<file path="src/rtl/config_latch_pkg.sv">
// Shared constants and index helpers for the configuration latch bank.
// Geometry defaults and bit-numbering rules live here so that every file agrees on them.
package config_latch_pkg;

    localparam int DEF_DATA_WIDTH = 8;
    localparam int DEF_NUM_WORDS  = 12;

    typedef enum logic [1:0] {
        OP_IDLE  = 2'd0,
        OP_WRITE = 2'd1,
        OP_SHIFT = 2'd2,
        OP_COLL  = 2'd3
    } op_e;

    function automatic int total_bits(input int num_words, input int data_width);
        return num_words * data_width;
    endfunction

    // Word w, bit b sits at flat position w*DATA_WIDTH + b in Q and in the scan chain.
    function automatic int flat_index(input int word, input int bit_idx, input int data_width);
        return word * data_width + bit_idx;
    endfunction

    // The counter has to hold the saturation value itself, hence the +1.
    function automatic int cnt_width(input int max_count);
        return $clog2(max_count + 1);
    endfunction

    localparam int TOTAL_BITS = total_bits(DEF_NUM_WORDS, DEF_DATA_WIDTH);

endpackage

</file>
<file path="src/rtl/config_latch_bank_if.sv">
// Bus bundle for the configuration latch bank.
// The master side drives the write, scan and readback requests; the slave side is the bank.
interface config_latch_bank_if #(
    parameter int DATA_WIDTH = config_latch_pkg::DEF_DATA_WIDTH,
    parameter int NUM_WORDS  = config_latch_pkg::DEF_NUM_WORDS,
    parameter int ADDR_WIDTH = $clog2(NUM_WORDS)
) ();

    logic                              wr_en;
    logic [ADDR_WIDTH-1:0]             wr_addr;
    logic [DATA_WIDTH-1:0]             wr_data;
    logic [DATA_WIDTH-1:0]             wr_mask;
    logic                              sc_en;
    logic                              sc_in;
    logic                              sc_out;
    logic                              rd_en;
    logic [ADDR_WIDTH-1:0]             rd_addr;
    logic [DATA_WIDTH-1:0]             rd_data;
    logic                              rd_valid;
    logic                              prog_done;
    logic                              err_addr;
    logic                              err_coll;
    logic                              err_clr;
    logic [NUM_WORDS*DATA_WIDTH-1:0]   Q;
    logic [NUM_WORDS*DATA_WIDTH-1:0]   Qb;

    modport master (
        output wr_en, wr_addr, wr_data, wr_mask,
        output sc_en, sc_in, rd_en, rd_addr, err_clr,
        input  sc_out, rd_data, rd_valid, prog_done,
        input  err_addr, err_coll, Q, Qb
    );

    modport slave (
        input  wr_en, wr_addr, wr_data, wr_mask,
        input  sc_en, sc_in, rd_en, rd_addr, err_clr,
        output sc_out, rd_data, rd_valid, prog_done,
        output err_addr, err_coll, Q, Qb
    );

endinterface

</file>
<file path="src/rtl/config_latch_word.sv">
// One word line of configuration bits.
// Each bit is either masked-written or shifted one place toward the MSB, with the shift taking priority.
module config_latch_word #(
    parameter int DATA_WIDTH = config_latch_pkg::DEF_DATA_WIDTH
) (
    input  logic                  clk,
    input  logic                  resetb,
    input  logic [DATA_WIDTH-1:0] bit_we,
    input  logic [DATA_WIDTH-1:0] wr_data,
    input  logic                  sh_en,
    input  logic                  sc_in,
    output logic [DATA_WIDTH-1:0] row
);

    logic [DATA_WIDTH-1:0] row_reg;
    logic [DATA_WIDTH-1:0] row_next;
    logic [DATA_WIDTH-1:0] shift_src;

    for (genvar gi = 0; gi < DATA_WIDTH; gi++) begin : g_bit
        if (gi == 0) begin : g_lsb
            assign shift_src[gi] = sc_in;
        end else begin : g_upper
            assign shift_src[gi] = row_reg[gi-1];
        end

        assign row_next[gi] = sh_en      ? shift_src[gi] :
                              bit_we[gi] ? wr_data[gi]   :
                                           row_reg[gi];
    end

    always_ff @(posedge clk or posedge resetb) begin
        if (resetb) begin
            row_reg <= '0;
        end else begin
            row_reg <= row_next;
        end
    end

    assign row = row_reg;

endmodule

</file>
<file path="src/rtl/config_latch_bank.sv">
// Multi-word configuration latch bank driving a tile's Q/Qb bits.
// Owns address decode, the scan chain between rows, readback, programming tracking and error flags.
module config_latch_bank
    import config_latch_pkg::*;
#(
    parameter int DATA_WIDTH = DEF_DATA_WIDTH,
    parameter int NUM_WORDS  = DEF_NUM_WORDS,
    parameter int ADDR_WIDTH = $clog2(NUM_WORDS)
) (
    input  logic                clk,
    input  logic                resetb,
    config_latch_bank_if.slave  bus
);

    localparam int BANK_BITS = total_bits(NUM_WORDS, DATA_WIDTH);
    localparam int CNT_W     = cnt_width(BANK_BITS);

    localparam logic [ADDR_WIDTH:0] WORDS_LIM = (ADDR_WIDTH + 1)'(NUM_WORDS);
    localparam logic [CNT_W-1:0]    CNT_MAX   = CNT_W'(BANK_BITS);

    op_e                    op_kind;
    logic                   wr_in_range;
    logic                   rd_in_range;
    logic                   write_ok;

    logic [DATA_WIDTH-1:0]  row_q [NUM_WORDS];
    logic [NUM_WORDS-1:0]   row_sin;
    logic [NUM_WORDS-1:0]   written_set;

    logic [NUM_WORDS-1:0]   written_reg, written_next;
    logic [CNT_W-1:0]       shift_cnt_reg, shift_cnt_next;
    logic                   prog_done_reg, prog_done_next;
    logic [DATA_WIDTH-1:0]  rd_data_reg, rd_data_next;
    logic                   rd_valid_reg;
    logic                   sc_out_reg, sc_out_next;
    logic                   err_addr_reg, err_addr_next;
    logic                   err_coll_reg, err_coll_next;
    logic [DATA_WIDTH-1:0]  rd_word;

    // A collision is a shift with the write dropped; the scan path always wins.
    always_comb begin
        op_kind = OP_IDLE;
        if (bus.sc_en && bus.wr_en) begin
            op_kind = OP_COLL;
        end else if (bus.sc_en) begin
            op_kind = OP_SHIFT;
        end else if (bus.wr_en) begin
            op_kind = OP_WRITE;
        end
    end

    assign wr_in_range = {1'b0, bus.wr_addr} < WORDS_LIM;
    assign rd_in_range = {1'b0, bus.rd_addr} < WORDS_LIM;
    assign write_ok    = (op_kind == OP_WRITE) && wr_in_range;

    for (genvar gi = 0; gi < NUM_WORDS; gi++) begin : g_row
        logic                  row_sel;
        logic [DATA_WIDTH-1:0] bit_we;

        assign row_sel         = write_ok && (bus.wr_addr == ADDR_WIDTH'(gi));
        assign bit_we          = row_sel ? bus.wr_mask : '0;
        assign written_set[gi] = row_sel;

        // Row 0 is fed from the pin; every other row from the MSB of the row below it.
        if (gi == 0) begin : g_head
            assign row_sin[gi] = bus.sc_in;
        end else begin : g_link
            assign row_sin[gi] = row_q[gi-1][DATA_WIDTH-1];
        end

        config_latch_word #(
            .DATA_WIDTH (DATA_WIDTH)
        ) u_row (
            .clk     (clk),
            .resetb  (resetb),
            .bit_we  (bit_we),
            .wr_data (bus.wr_data),
            .sh_en   (bus.sc_en),
            .sc_in   (row_sin[gi]),
            .row     (row_q[gi])
        );

        assign bus.Q[flat_index(gi, 0, DATA_WIDTH) +: DATA_WIDTH] = row_q[gi];
    end

    assign bus.Qb = ~bus.Q;

    // Out-of-range addresses match no row and fall through to zero.
    always_comb begin
        rd_word = '0;
        for (int w = 0; w < NUM_WORDS; w++) begin
            if (bus.rd_addr == ADDR_WIDTH'(w)) begin
                rd_word = row_q[w];
            end
        end
    end

    always_comb begin
        written_next   = written_reg | written_set;
        shift_cnt_next = shift_cnt_reg;
        if (bus.sc_en && (shift_cnt_reg != CNT_MAX)) begin
            shift_cnt_next = shift_cnt_reg + CNT_W'(1);
            // A complete scan load programs every word at once.
            if (shift_cnt_next == CNT_MAX) begin
                written_next = '1;
            end
        end
        prog_done_next = prog_done_reg | (&written_next);
    end

    always_comb begin
        rd_data_next = rd_data_reg;
        if (bus.rd_en) begin
            rd_data_next = rd_word;
        end

        sc_out_next = sc_out_reg;
        if (bus.sc_en) begin
            sc_out_next = row_q[NUM_WORDS-1][DATA_WIDTH-1];
        end

        // A fresh error on the same cycle as err_clr keeps the flag set.
        err_addr_next = ((bus.wr_en && !wr_in_range) || (bus.rd_en && !rd_in_range))
                        || (err_addr_reg && !bus.err_clr);
        err_coll_next = (op_kind == OP_COLL) || (err_coll_reg && !bus.err_clr);
    end

    always_ff @(posedge clk or posedge resetb) begin
        if (resetb) begin
            written_reg   <= '0;
            shift_cnt_reg <= '0;
            prog_done_reg <= 1'b0;
            rd_data_reg   <= '0;
            rd_valid_reg  <= 1'b0;
            sc_out_reg    <= 1'b0;
            err_addr_reg  <= 1'b0;
            err_coll_reg  <= 1'b0;
        end else begin
            written_reg   <= written_next;
            shift_cnt_reg <= shift_cnt_next;
            prog_done_reg <= prog_done_next;
            rd_data_reg   <= rd_data_next;
            rd_valid_reg  <= bus.rd_en;
            sc_out_reg    <= sc_out_next;
            err_addr_reg  <= err_addr_next;
            err_coll_reg  <= err_coll_next;
        end
    end

    assign bus.rd_data   = rd_data_reg;
    assign bus.rd_valid  = rd_valid_reg;
    assign bus.sc_out    = sc_out_reg;
    assign bus.prog_done = prog_done_reg;
    assign bus.err_addr  = err_addr_reg;
    assign bus.err_coll  = err_coll_reg;

endmodule

</file>
<file path="src/flat_wrapper.sv">
// flat-port wrapper written by rule: the top's interface ports become plain ports
module config_latch_bank_flat import config_latch_pkg::*;
#(
    parameter int DATA_WIDTH = DEF_DATA_WIDTH,
    parameter int NUM_WORDS  = DEF_NUM_WORDS,
    parameter int ADDR_WIDTH = $clog2(NUM_WORDS)
)
  (clk, resetb, bus_wr_en, bus_wr_addr, bus_wr_data, bus_wr_mask, bus_sc_en, bus_sc_in, bus_rd_en, bus_rd_addr, bus_err_clr, bus_sc_out, bus_rd_data, bus_rd_valid, bus_prog_done, bus_err_addr, bus_err_coll, bus_Q, bus_Qb);
  config_latch_bank_if #(.DATA_WIDTH(DATA_WIDTH), .NUM_WORDS(NUM_WORDS), .ADDR_WIDTH(ADDR_WIDTH)) bus_i ();
  input  logic clk;
  input  logic resetb;
  input wire logic [$bits(bus_i.wr_en)-1:0] bus_wr_en;
  input wire logic [$bits(bus_i.wr_addr)-1:0] bus_wr_addr;
  input wire logic [$bits(bus_i.wr_data)-1:0] bus_wr_data;
  input wire logic [$bits(bus_i.wr_mask)-1:0] bus_wr_mask;
  input wire logic [$bits(bus_i.sc_en)-1:0] bus_sc_en;
  input wire logic [$bits(bus_i.sc_in)-1:0] bus_sc_in;
  input wire logic [$bits(bus_i.rd_en)-1:0] bus_rd_en;
  input wire logic [$bits(bus_i.rd_addr)-1:0] bus_rd_addr;
  input wire logic [$bits(bus_i.err_clr)-1:0] bus_err_clr;
  output wire logic [$bits(bus_i.sc_out)-1:0] bus_sc_out;
  output wire logic [$bits(bus_i.rd_data)-1:0] bus_rd_data;
  output wire logic [$bits(bus_i.rd_valid)-1:0] bus_rd_valid;
  output wire logic [$bits(bus_i.prog_done)-1:0] bus_prog_done;
  output wire logic [$bits(bus_i.err_addr)-1:0] bus_err_addr;
  output wire logic [$bits(bus_i.err_coll)-1:0] bus_err_coll;
  output wire logic [$bits(bus_i.Q)-1:0] bus_Q;
  output wire logic [$bits(bus_i.Qb)-1:0] bus_Qb;
  assign bus_i.wr_en = bus_wr_en;
  assign bus_i.wr_addr = bus_wr_addr;
  assign bus_i.wr_data = bus_wr_data;
  assign bus_i.wr_mask = bus_wr_mask;
  assign bus_i.sc_en = bus_sc_en;
  assign bus_i.sc_in = bus_sc_in;
  assign bus_i.rd_en = bus_rd_en;
  assign bus_i.rd_addr = bus_rd_addr;
  assign bus_i.err_clr = bus_err_clr;
  assign bus_sc_out = bus_i.sc_out;
  assign bus_rd_data = bus_i.rd_data;
  assign bus_rd_valid = bus_i.rd_valid;
  assign bus_prog_done = bus_i.prog_done;
  assign bus_err_addr = bus_i.err_addr;
  assign bus_err_coll = bus_i.err_coll;
  assign bus_Q = bus_i.Q;
  assign bus_Qb = bus_i.Qb;
  config_latch_bank #(.DATA_WIDTH(DATA_WIDTH), .NUM_WORDS(NUM_WORDS), .ADDR_WIDTH(ADDR_WIDTH)) u_core (.clk(clk), .resetb(resetb), .bus(bus_i));
endmodule
</file>
<file path="config.mk">
export PLATFORM = sky130hd
export DESIGN_NAME = config_latch_bank_flat
export DESIGN_NICKNAME = d
export VERILOG_FILES = /design/src/rtl/config_latch_pkg.sv /design/src/rtl/config_latch_bank_if.sv /design/src/rtl/config_latch_word.sv /design/src/rtl/config_latch_bank.sv /design/src/flat_wrapper.sv
export SDC_FILE = /design/constraint.sdc
export NUM_CORES = 1
export LEC_CHECK = 0
export BUFFER_PORTS_ARGS = -buffer_cell sky130_fd_sc_hd__buf_2
export CAP_MARGIN = 20
export CELL_PAD_IN_SITES_DETAIL_PLACEMENT = 1
export CELL_PAD_IN_SITES_GLOBAL_PLACEMENT = 2
export CORE_ASPECT_RATIO = 2
export CORE_MARGIN = 1
export CORE_UTILIZATION = 32
export CTS_BUF_LIST = sky130_fd_sc_hd__clkbuf_4 sky130_fd_sc_hd__clkbuf_8 sky130_fd_sc_hd__clkbuf_16
export CTS_CLUSTER_DIAMETER = 100
export CTS_CLUSTER_SIZE = 10
export DETAILED_ROUTE_END_ITERATION = 8
export HOLD_SLACK_MARGIN = 0.06
export PLACE_DENSITY_LB_ADDON = 0.25
export SKIP_CTS_REPAIR_TIMING = 1
export SYNTH_ARGS = -nofsm -noshare
export SYNTH_HDL_FRONTEND = slang
export SYNTH_SLANG_ARGS = --single-unit
</file>
<file path="constraint.sdc">
create_clock -name clk -period 12.8 [get_ports clk]
set_input_delay 3.84 -clock clk [delete_from_list [all_inputs] [get_ports clk]]
set_output_delay 3.84 -clock clk [all_outputs]
set_load 0.05 [all_outputs]
</file>
==> reports/qor.csv, run 1 <==
stage,metric,value,unit
clocking,Root Driver,clkbuf_16,
synthesis,Syn Nets,852,
placed_design,Final Wtd Congestion,0.814,
clocking,TritonCTS buffer count,17,
routing,drt via density,5.70,
sta,setup_tns,0,ns
setup_path,CP Launch Point,bus_sc_en,
cells_and_area,ANT cells,0,
clocking,CTS tree,built,
die,Die ar.,0.0232,sq mm
grt,vias in the first global route,7316,
pwr,power density cells,204,mW/mm^2
setup_path,worst-path maximum fanout,115,
cells_and_area,"Net count, final",1032,
die,core area,0.0222,sq mm
routing,Initial DRC Count,348,
cells_and_area,layout cell share with drive strength beyond 1,29.2,%
sta,Setup Viol. Count Final,0,
grt,Global Route Usage Sum,28.4,%
sta,Clock Skew,0.0125,ns
setup_path,Critical Path Start Type,primary input,
run_status,result of the run,finished clean,
synthesis,synth warn,0,
placed_design,DP HPWL,23200,um
setup_path,CP Data Required Time,13.07,ns
synthesis,Adder-Cell Fraction of Synth Area,0.347,%
grt,GRT overflow,0,
die,Cell Rows,77,
sta,fin crit share,46.3,%
synthesis,Most used DFF post-synth,dfrtp_1,
clocking,Max clock buf depth,2,
sta,"Hold Violations, Final",0,
sta,Max Slew Vio Count,0,
clocking,# H-tree levels,4,
cells_and_area,Layout Utilization,41.0,%
routing,final antenna-violating net count,0,
setup_path,r2r setup slk,11.10,ns
synthesis,complex-gate fraction of the synthesized area,24.0,%
pwr,VDD IR max,0.0747,mV
clocking,Worst-path clk slew,0.06,ns
placed_design,Area after DPL,0.00843,sq mm
clocking,Skew-Pair Late Insertion Delay,0.43,ns
sta,Least-Margin Pin Slew,1.10,ns
synthesis,post-synth cell types,49,
cells_and_area,Area Overhead vs Synth,26.0,%
die,Die Span Y,214,um
cells_and_area,max FFs per register,96,
synthesis,register area share after synthesis,44.4,%
die,Initial Util,32.6,%
grt,initial antenna violation count,0,
grt,first-pass GRT wire length,48000,um
sta,Rel. slew slack,26.5,%
synthesis,number of synthesized register bits,128,
synthesis,Post-Syn Area per Cell,8.81,sq um
clocking,Clock Sinks,128,
synthesis,Post-synth ARST share,100,%
sta,RSZ-0062 raised after global routing,false,
sta,crit path time final,5.92,ns
routing,DRT Pass-1 Iters,5,
cells_and_area,fillcell total,2701,
sta,f_max,169,MHz
grt,largest net degree at the start of global routing,116,
synthesis,xor and xnor fraction of the mapped netlist area,0.728,%
pwr,Static Leakage,4.42,nW
placed_design,quantity of I/O buffers inserted on ports,235,
synthesis,Post-synth EDFFs,0,
routing,Via Count,7345,
cells_and_area,"Design Area, Final",0.00909,sq mm
setup_path,Crit path arrival time,6.19,ns
die,I/O pin total,236,
synthesis,simple-gate share of the synthesized area,10.4,%
setup_path,Critical Path End Type,flip-flop,
min_path,min-delay src,u_core.written_reg[11],
synthesis,largest family of logic cells by synthesized area,compound AO/OA/AOI/OAI gates,
synthesis,largest area contributor in the netlist,dfrtp_1,
synthesis,"top cells by area, synth","dfrtp_1 (44%), a21oi_1 (8.5%), mux2i_1 (7.5%)",
synthesis,Post-Syn Area,0.00722,sq mm
routing,drt drc,0,
setup_path,Crit Reg-Reg Startpoint,u_core.g_row[5].u_row.row[3],
synthesis,mux cell area share after synthesis,9.67,%
synthesis,share of the synthesized area in the top cell type,44.4,%
setup_path,Crit Path Class,in -> reg,
min_path,Hold WC Path Type,reg -> reg,
routing,DR WL/cell,24.9,um
synthesis,cells after synthesis,819,
die,DIE WIDTH,108,um
flow_run,Max Cap Violations,0,
routing,final wirelength,32100,um
==> area by class of cell <==
| type | instances | area [sq um] | area share (%) |
|---|---|---|---|
| Timing Repair Buffer | 244 | 1260 | 13.8 |
| Tap cell | 276 | 345 | 3.80 |
| Clock buffer | 18 | 433 | 4.76 |
| Clock inverter | 14 | 205 | 2.26 |
| Inverter | 103 | 389 | 4.28 |
| Multi-Input combinational cell | 505 | 3260 | 35.9 |
| Sequential cell | 128 | 3200 | 35.2 |
==> synthesized netlist by cell type (all sizes together) (2+ instances only) <==
| cell | n |
|---|---|
| a21oi | 123 |
| inv | 102 |
| o22ai | 15 |
| xnor2 | 5 |
| nand2 | 95 |
| o221a | 5 |
| a311oi | 57 |
| nor2 | 24 |
| buf | 26 |
| a211oi | 2 |
| nor2b | 2 |
| nand3 | 4 |
| nand4 | 4 |
| mux4 | 6 |
| and3 | 3 |
| clkbuf | 57 |
| a31oi | 2 |
| or3 | 13 |
| nor3 | 5 |
| mux2 | 2 |
| ha | 2 |
| mux2i | 54 |
| nand4bb | 2 |
| dfrtp | 128 |
| nand2b | 5 |
| o221ai | 7 |
| o31a | 2 |
| o21ai | 47 |
| o2111ai | 5 |
==> worst paths after layout <==
| kind | end | depth (start not counted) |
|---|---|---|
| setup reg to reg | u_core.bus.rd_data[3] | 5 |
| hold reg to reg | u_core.written_reg[11] | 1 |
| max in group asynchronous | u_core.g_row[2].u_row.row[0] | 3 |
| hold / removal | u_core.written_reg[11] | 1 |
| min in group asynchronous | u_core.g_row[9].u_row.row[2] | 2 |
| setup / recovery | u_core.g_row[0].u_row.row[2] | 6 |
==> metal layers <==
layer  vias up  track usage [%]  wire length, um
met4         0             15.3             1690
met2       274             50.1            17300
met5         -                0                0
li1       3253                -                -
met1      3774             32.4            11900
met3        44             3.77             1290
==> stage by stage <==
stage | power [mW] | setup WS (ns) | std cells | hold WS, ns
2_1_floorplan | 1.11 | 5.55 | 819 | 0.439
3_3_place_gp | 1.32 | 6.26 | 1253 | 0.454
3_5_place_dp | 1.33 | 6.45 | 1254 | 0.458
4_1_cts | 1.87 | 6.87 | 1286 | 0.475
5_1_grt | 1.93 | 6.70 | 1288 | 0.489
6_report | 1.86 | 6.88 | 1288 | 0.474
==> cells in the final DEF (no fill, tap or decap), types with 3 or more instances in the layout <==
cell type  count
xnor2_1        5
nor2_1        21
and3_1         3
buf_4          8
o221ai_1       7
nand2b_1       5
nor3_1         3
nor2_4         3
inv_1        101
clkbuf_16     17
clkinv_4       4
nand2_1       95
o221a_2        5
mux4_2         6
bufinv_16      4
inv_6          4
o2111ai_1      5
mux2i_1       54
nand3_1        4
dfrtp_1      128
o21ai_0       47
o22ai_1       15
or3_1         13
a21oi_1      123
a311oi_1      57
buf_2        234
nand4_1        4
==> cells by family after synthesis <==
logic type                 count (synthesis)
DFF                                      128
muxes                                     62
buffers and inverters                    186
AOI/OAI and AO/OA                        275
adders and majority gates                  2
and+or+nand+nor                          160
xor gates and xnor gates                   6
==> critical path, cell delays in order <==
cell and delay, ns:
buf_4 0.41, or4b_1 0.84, nor3_4 0.57, a21oi_1 0.17
a311oi_1 0.27, a21oi_1 0.07
==> report_power, final <==
group	total (mW)	internal [mW]	leakage [nW]	switching (mW)
Sequential	0.570	0.480	1.46	0.0904
Clock	0.535	0.332	0.306	0.203
Combinational	0.754	0.162	2.66	0.591
Note: power is estimated with default switching activity, not from simulation.
==> inputs of run 2 (changes only) <==
--- a/config.mk
+++ b/config.mk
@@ -11,7 +11,7 @@
 export CELL_PAD_IN_SITES_GLOBAL_PLACEMENT = 2
 export CORE_ASPECT_RATIO = 2
 export CORE_MARGIN = 1
-export CORE_UTILIZATION = 32
+export CORE_UTILIZATION = 27
 export CTS_BUF_LIST = sky130_fd_sc_hd__clkbuf_4 sky130_fd_sc_hd__clkbuf_8 sky130_fd_sc_hd__clkbuf_16
 export CTS_CLUSTER_DIAMETER = 100
 export CTS_CLUSTER_SIZE = 10
==> constraint.sdc (replaced) <==
create_clock -name clk -period 4.9 [get_ports clk]
set_input_delay 1.47 -clock clk [delete_from_list [all_inputs] [get_ports clk]]
set_output_delay 1.47 -clock clk [all_outputs]
set_load 0.05 [all_outputs]
==> reports/qor.csv, run 2 (synthesis gave the netlist of run 1 again) <==
stage,metric,value,unit
min_path,Hold WC Path Type,reg -> reg,
setup_path,worst-path maximum fanout,56,
routing,drt drc,0,
clocking,Max clock buf depth,2,
pwr,Comb pwr share,40.4,%
placed_design,quantity of I/O buffers inserted on ports,235,
clocking,# H-tree levels,4,
die,Die Span Y,233,um
clocking,Root Driver,clkbuf_16,
sta,Least-Margin Pin Slew,0.992,ns
run_status,result of the run,finished clean,
sta,crit path time final,3.23,ns
pwr,Pint,2.54,mW
placed_design,Final Wtd Congestion,0.810,
cells_and_area,fillcell total,3214,
setup_path,Crit Path Class,in -> reg,
routing,Via Count,7179,
routing,final wirelength,34300,um
grt,first-pass GRT wire length,49900,um
pwr,Psw,2.32,mW
setup_path,Critical Path Start Type,primary input,
routing,drt via density,5.29,
die,DIE WIDTH,118,um
clocking,Clock Sinks,128,
clocking,Skew-Pair Late Insertion Delay,0.44,ns
sta,Max Slew Vio Count,0,
die,core area,0.0263,sq mm
cells_and_area,max FFs per register,96,
clocking,Worst-path clk slew,0.06,ns
sta,setup_tns,0,ns
pwr,VDD IR max,0.232,mV
pwr,Seq pwr share,31.1,%
cells_and_area,Area Overhead vs Synth,27.3,%
flow_run,Max Cap Violations,0,
die,Die ar.,0.0274,sq mm
grt,GRT overflow,0,
setup_path,CP Data Required Time,5.19,ns
clocking,CTS tree,built,
cells_and_area,most frequent cells in the layout,"buf_2 (234), dfrtp_1 (128), a21oi_1 (123), inv_1 (101), nand2_1 (95)",
clocking,TritonCTS buffer count,17,
die,Cell Rows,84,
grt,initial antenna violation count,0,
cells_and_area,"most common cell after layout, fill and taps aside",buf_2,
grt,largest net degree at the start of global routing,76,
cells_and_area,"Design Area, Final",0.00919,sq mm
cells_and_area,"Net count, final",1034,
pwr,power density cells,529,mW/mm^2
pwr,Static Leakage,4.43,nW
sta,"Hold Violations, Final",0,
sta,RSZ-0062 raised after global routing,false,
placed_design,DP HPWL,25400,um
grt,Global Route Usage Sum,25.4,%
routing,DRT Pass-1 Iters,4,
grt,vias in the first global route,7295,
placed_design,Area after DPL,0.00856,sq mm
die,I/O pin total,236,
pwr,Clk pwr share,28.4,%
sta,Clock Skew,0.0117,ns
setup_path,Critical Path End Type,flip-flop,
sta,Setup Viol. Count Final,0,
routing,Initial DRC Count,490,
placed_design,Placement Setup Slack,1.24,ns
sta,setup ws final,1.67,ns
routing,final antenna-violating net count,0,
sta,fin crit share,65.9,%
cells_and_area,ANT cells,0,
sta,Rel. slew slack,33.8,%
cells_and_area,layout cell share with drive strength beyond 1,29.3,%
die,Initial Util,27.5,%
setup_path,Crit path arrival time,3.52,ns
routing,DR WL/cell,25.2,um
sta,f_max,310,MHz
pwr,switching share of power,47.8,%
-- run 2: final timing paths --
path | cells after the start | start | slack (ns) | endpoint
max | 6 | bus_sc_en | 1.67 | u_core.g_row[0].u_row.row[4]
min | 2 | u_core.bus.err_addr | 0.47 | u_core.bus.err_addr
max reg2reg | 4 | u_core.shift_cnt_reg[0] | 3.12 | u_core.written_reg[8]
min reg2reg | 2 | u_core.bus.err_addr | 0.47 | u_core.bus.err_addr
max in group asynchronous | 3 | resetb | 2.72 | u_core.bus.rd_data[2]
min in group asynchronous | 2 | resetb | 1.24 | u_core.g_row[8].u_row.row[3]
-- run 2: per-layer routing --
metal  GRT usage, %  wire, um
met1           27.3     12500
met5              0         0
met2           46.2     18400
met4           15.5      2040
met3           4.00      1260
-- run 2: final cells by class --
class	count	area, sq um	share of cell area (%)
multi-input combinational	505	3260	35.5
sequential	128	3200	34.9
timing repair buffer	246	1280	13.9
clock buffer	18	439	4.78
tap	344	430	4.68
inverter	103	389	4.23
clock inverter	14	190	2.07
-- run 2: stage by stage --
step           hold WS, ns  instances  total power [mW]  util [%]
2_1_floorplan        0.439        819              2.91         -
3_3_place_gp         0.453       1326              3.50      32.6
3_5_place_dp         0.457       1326              3.51      32.6
4_1_cts              0.476       1358              4.90      35.0
5_1_grt              0.492       1358              5.06      35.0
6_report             0.471       1358              4.86      35.0
-- run 2: critical path, stage by stage --
cell      delay, ns
buf_6          0.19
or4b_1         0.75
nor3_4         0.59
a21oi_1        0.15
a311oi_1       0.27
a21oi_1        0.08
-- run 2: power groups by stage --
stage | Sequential [mW] | Clock, mW | Combinational (mW)
after CTS | 1.52 | 1.41 | 1.98
after floorplan | 1.88 | 0 | 1.03
after global routing | 1.54 | 1.45 | 2.07
after global placement | 1.54 | 0 | 1.96
final | 1.51 | 1.38 | 1.97
after detailed placement | 1.53 | 0 | 1.98
==> inputs of run 3 (changes only) <==
--- a/config.mk
+++ b/config.mk
@@ -11,7 +11,7 @@
 export CELL_PAD_IN_SITES_GLOBAL_PLACEMENT = 2
 export CORE_ASPECT_RATIO = 2
 export CORE_MARGIN = 1
-export CORE_UTILIZATION = 27
+export CORE_UTILIZATION = 30
 export CTS_BUF_LIST = sky130_fd_sc_hd__clkbuf_4 sky130_fd_sc_hd__clkbuf_8 sky130_fd_sc_hd__clkbuf_16
 export CTS_CLUSTER_DIAMETER = 100
 export CTS_CLUSTER_SIZE = 10
==> constraint.sdc (replaced) <==
create_clock -name clk -period 3.1 [get_ports clk]
set_input_delay 0.93 -clock clk [delete_from_list [all_inputs] [get_ports clk]]
set_output_delay 0.93 -clock clk [all_outputs]
set_load 0.05 [all_outputs]
==> reports/qor.csv, run 3 (synthesis gave the netlist of run 1 again) <==
stage,metric,value,unit
run_status,result of the run,finished with violations,
run_status,violated checks,design-rule violations,
grt,vias in the first global route,7396,
clocking,Skew-Pair Late Insertion Delay,0.44,ns
sta,fin crit share,78.8,%
cells_and_area,"Net count, final",1052,
routing,Initial DRC Count,399,
clocking,CTS tree,built,
clocking,Root Driver,clkbuf_16,
cells_and_area,layout cell share with drive strength beyond 1,30.5,%
cells_and_area,ANT cells,0,
clocking,Max clock buf depth,2,
clocking,# H-tree levels,4,
placed_design,Placed Cells,1287,
routing,drt via density,5.51,
grt,largest net degree at the start of global routing,104,
die,DIE WIDTH,112,um
clocking,Clock Sinks,128,
flow_run,Max Cap Violations,0,
routing,DR WL/cell,24.1,um
pwr,Psw,3.57,mW
cells_and_area,most frequent cells in the layout,"buf_2 (234), dfrtp_1 (128), a21oi_1 (123), inv_1 (101), nand2_1 (95)",
pwr,Static Leakage,4.50,nW
sta,f_max,409,MHz
placed_design,DP HPWL,23400,um
routing,DRT Pass-1 Iters,6,
die,Die Span Y,221,um
clocking,TritonCTS buffer count,17,
sta,Max Slew Vio Count,0,
pwr,power density cells,802,mW/mm^2
setup_path,CP Data Required Time,3.38,ns
placed_design,quantity of I/O buffers inserted on ports,235,
die,Cell Rows,80,
pwr,VDD IR max,0.325,mV
grt,Most Crowded Layer GR,met2,
sta,Fin Hold WS,0.471,ns
sta,Least-Margin Pin Slew,1.04,ns
setup_path,reg2reg path depth,5,
routing,Via Count,7268,
cells_and_area,Multi-input gate area,0.00326,sq mm
pwr,Clk pwr share,25.5,%
sta,setup ws final,0.656,ns
sta,setup_tns,0,ns
sta,Setup Viol. Count Final,0,
grt,GRT met1 Usage,28.9,%
grt,GR Layer Usage met3,3.40,%
grt,Global Route Usage Sum,26.4,%
setup_path,Critical Path Start Type,primary input,
grt,initial antenna violation count,0,
die,Initial Util,30.4,%
min_path,Hold WC Path Type,reg -> reg,
placed_design,Placement Setup Slack,0.228,ns
setup_path,Critical Path End Type,flip-flop,
cells_and_area,"most common cell after layout, fill and taps aside",buf_2,
setup_path,Crit path arrival time,2.73,ns
cells_and_area,fillcell total,2856,
grt,first-pass GRT wire length,47800,um
sta,"Hold Violations, Final",0,
pwr,switching share of power,48.5,%
cells_and_area,Sequential Area,0.00320,sq mm
min_path,Hold Path Stages,1,
routing,final wirelength,31800,um
placed_design,Final Wtd Congestion,0.810,
routing,drt drc,19,
pwr,Comb pwr share,42.5,%
cells_and_area,"non-filler cells, final",1318,
cells_and_area,Area Overhead vs Synth,27.3,%
grt,met2 usage,48.9,%
sta,Clock Skew,0.00763,ns
die,I/O pin total,236,
pwr,Pint,3.80,mW
die,core area,0.0237,sq mm
routing,final antenna-violating net count,0,
clocking,Worst-path clk slew,0.06,ns
setup_path,worst-path maximum fanout,18,
sta,RSZ-0062 raised after global routing,false,
grt,GRT overflow,0,
pwr,Total Power,7.37,mW
sta,crit path time final,2.44,ns
die,Die ar.,0.0247,sq mm
sta,Rel. slew slack,30.7,%
setup_path,Crit Path Class,in -> reg,
cells_and_area,max FFs per register,96,
pwr,Seq pwr share,31.9,%
-- run 3: final timing paths --
check / startpoint / to / slack [ns]
setup / recovery: bus_sc_en / u_core.g_row[1].u_row.row[5] / 0.66
max in group asynchronous: resetb / u_core.g_row[0].u_row.row[1] / 1.90
setup reg to reg: u_core.shift_cnt_reg[2] / u_core.written_reg[8] / 1.36
min in group asynchronous: resetb / u_core.g_row[5].u_row.row[0] / 0.48
hold reg to reg: u_core.written_reg[3] / u_core.written_reg[3] / 0.47
hold / removal: u_core.written_reg[3] / u_core.written_reg[3] / 0.47
-- run 3: metrics by stage --
stage          instance area, sq um  utilization [%]
2_1_floorplan                  7220                -
3_3_place_gp                   8650             36.4
3_5_place_dp                   8650             36.4
4_1_cts                        9180             38.7
5_1_grt                        9180             38.7
6_report                       9180             38.7
-- run 3: area by class of cell --
type	instances	share of cell area (%)
Inverter	103	4.25
Timing Repair Buffer	264	15.6
Tap cell	287	3.91
Clock buffer	24	5.48
Sequential cell	128	34.9
Multi-Input combinational cell	505	35.5
Clock inverter	7	0.381
-- run 3: metal layers --
metal  vias up  wire length (um)
li1       3284                 -
met1      3722             11900
met2       212             17400
met3        50              1110
met4         0              1370
met5         -                 0
-- run 3: power groups by stage --
| stage | combinational (mW) | sequential [mW] | clock [mW] |
|---|---|---|---|
| final | 3.13 | 2.35 | 1.88 |
| after global routing | 3.29 | 2.40 | 1.98 |
| after CTS | 3.15 | 2.36 | 1.92 |
| after detailed placement | 3.14 | 2.39 | 0 |
| after floorplan | 1.64 | 2.97 | 0 |
| after global placement | 3.11 | 2.38 | 0 |
-- run 3: worst max-delay path: stages --
cell,delay [ns]
buf_4,0.13
or4b_1,0.72
nor2_4,0.46
a21oi_1,0.14
a311oi_1,0.28
a21oi_1,0.07
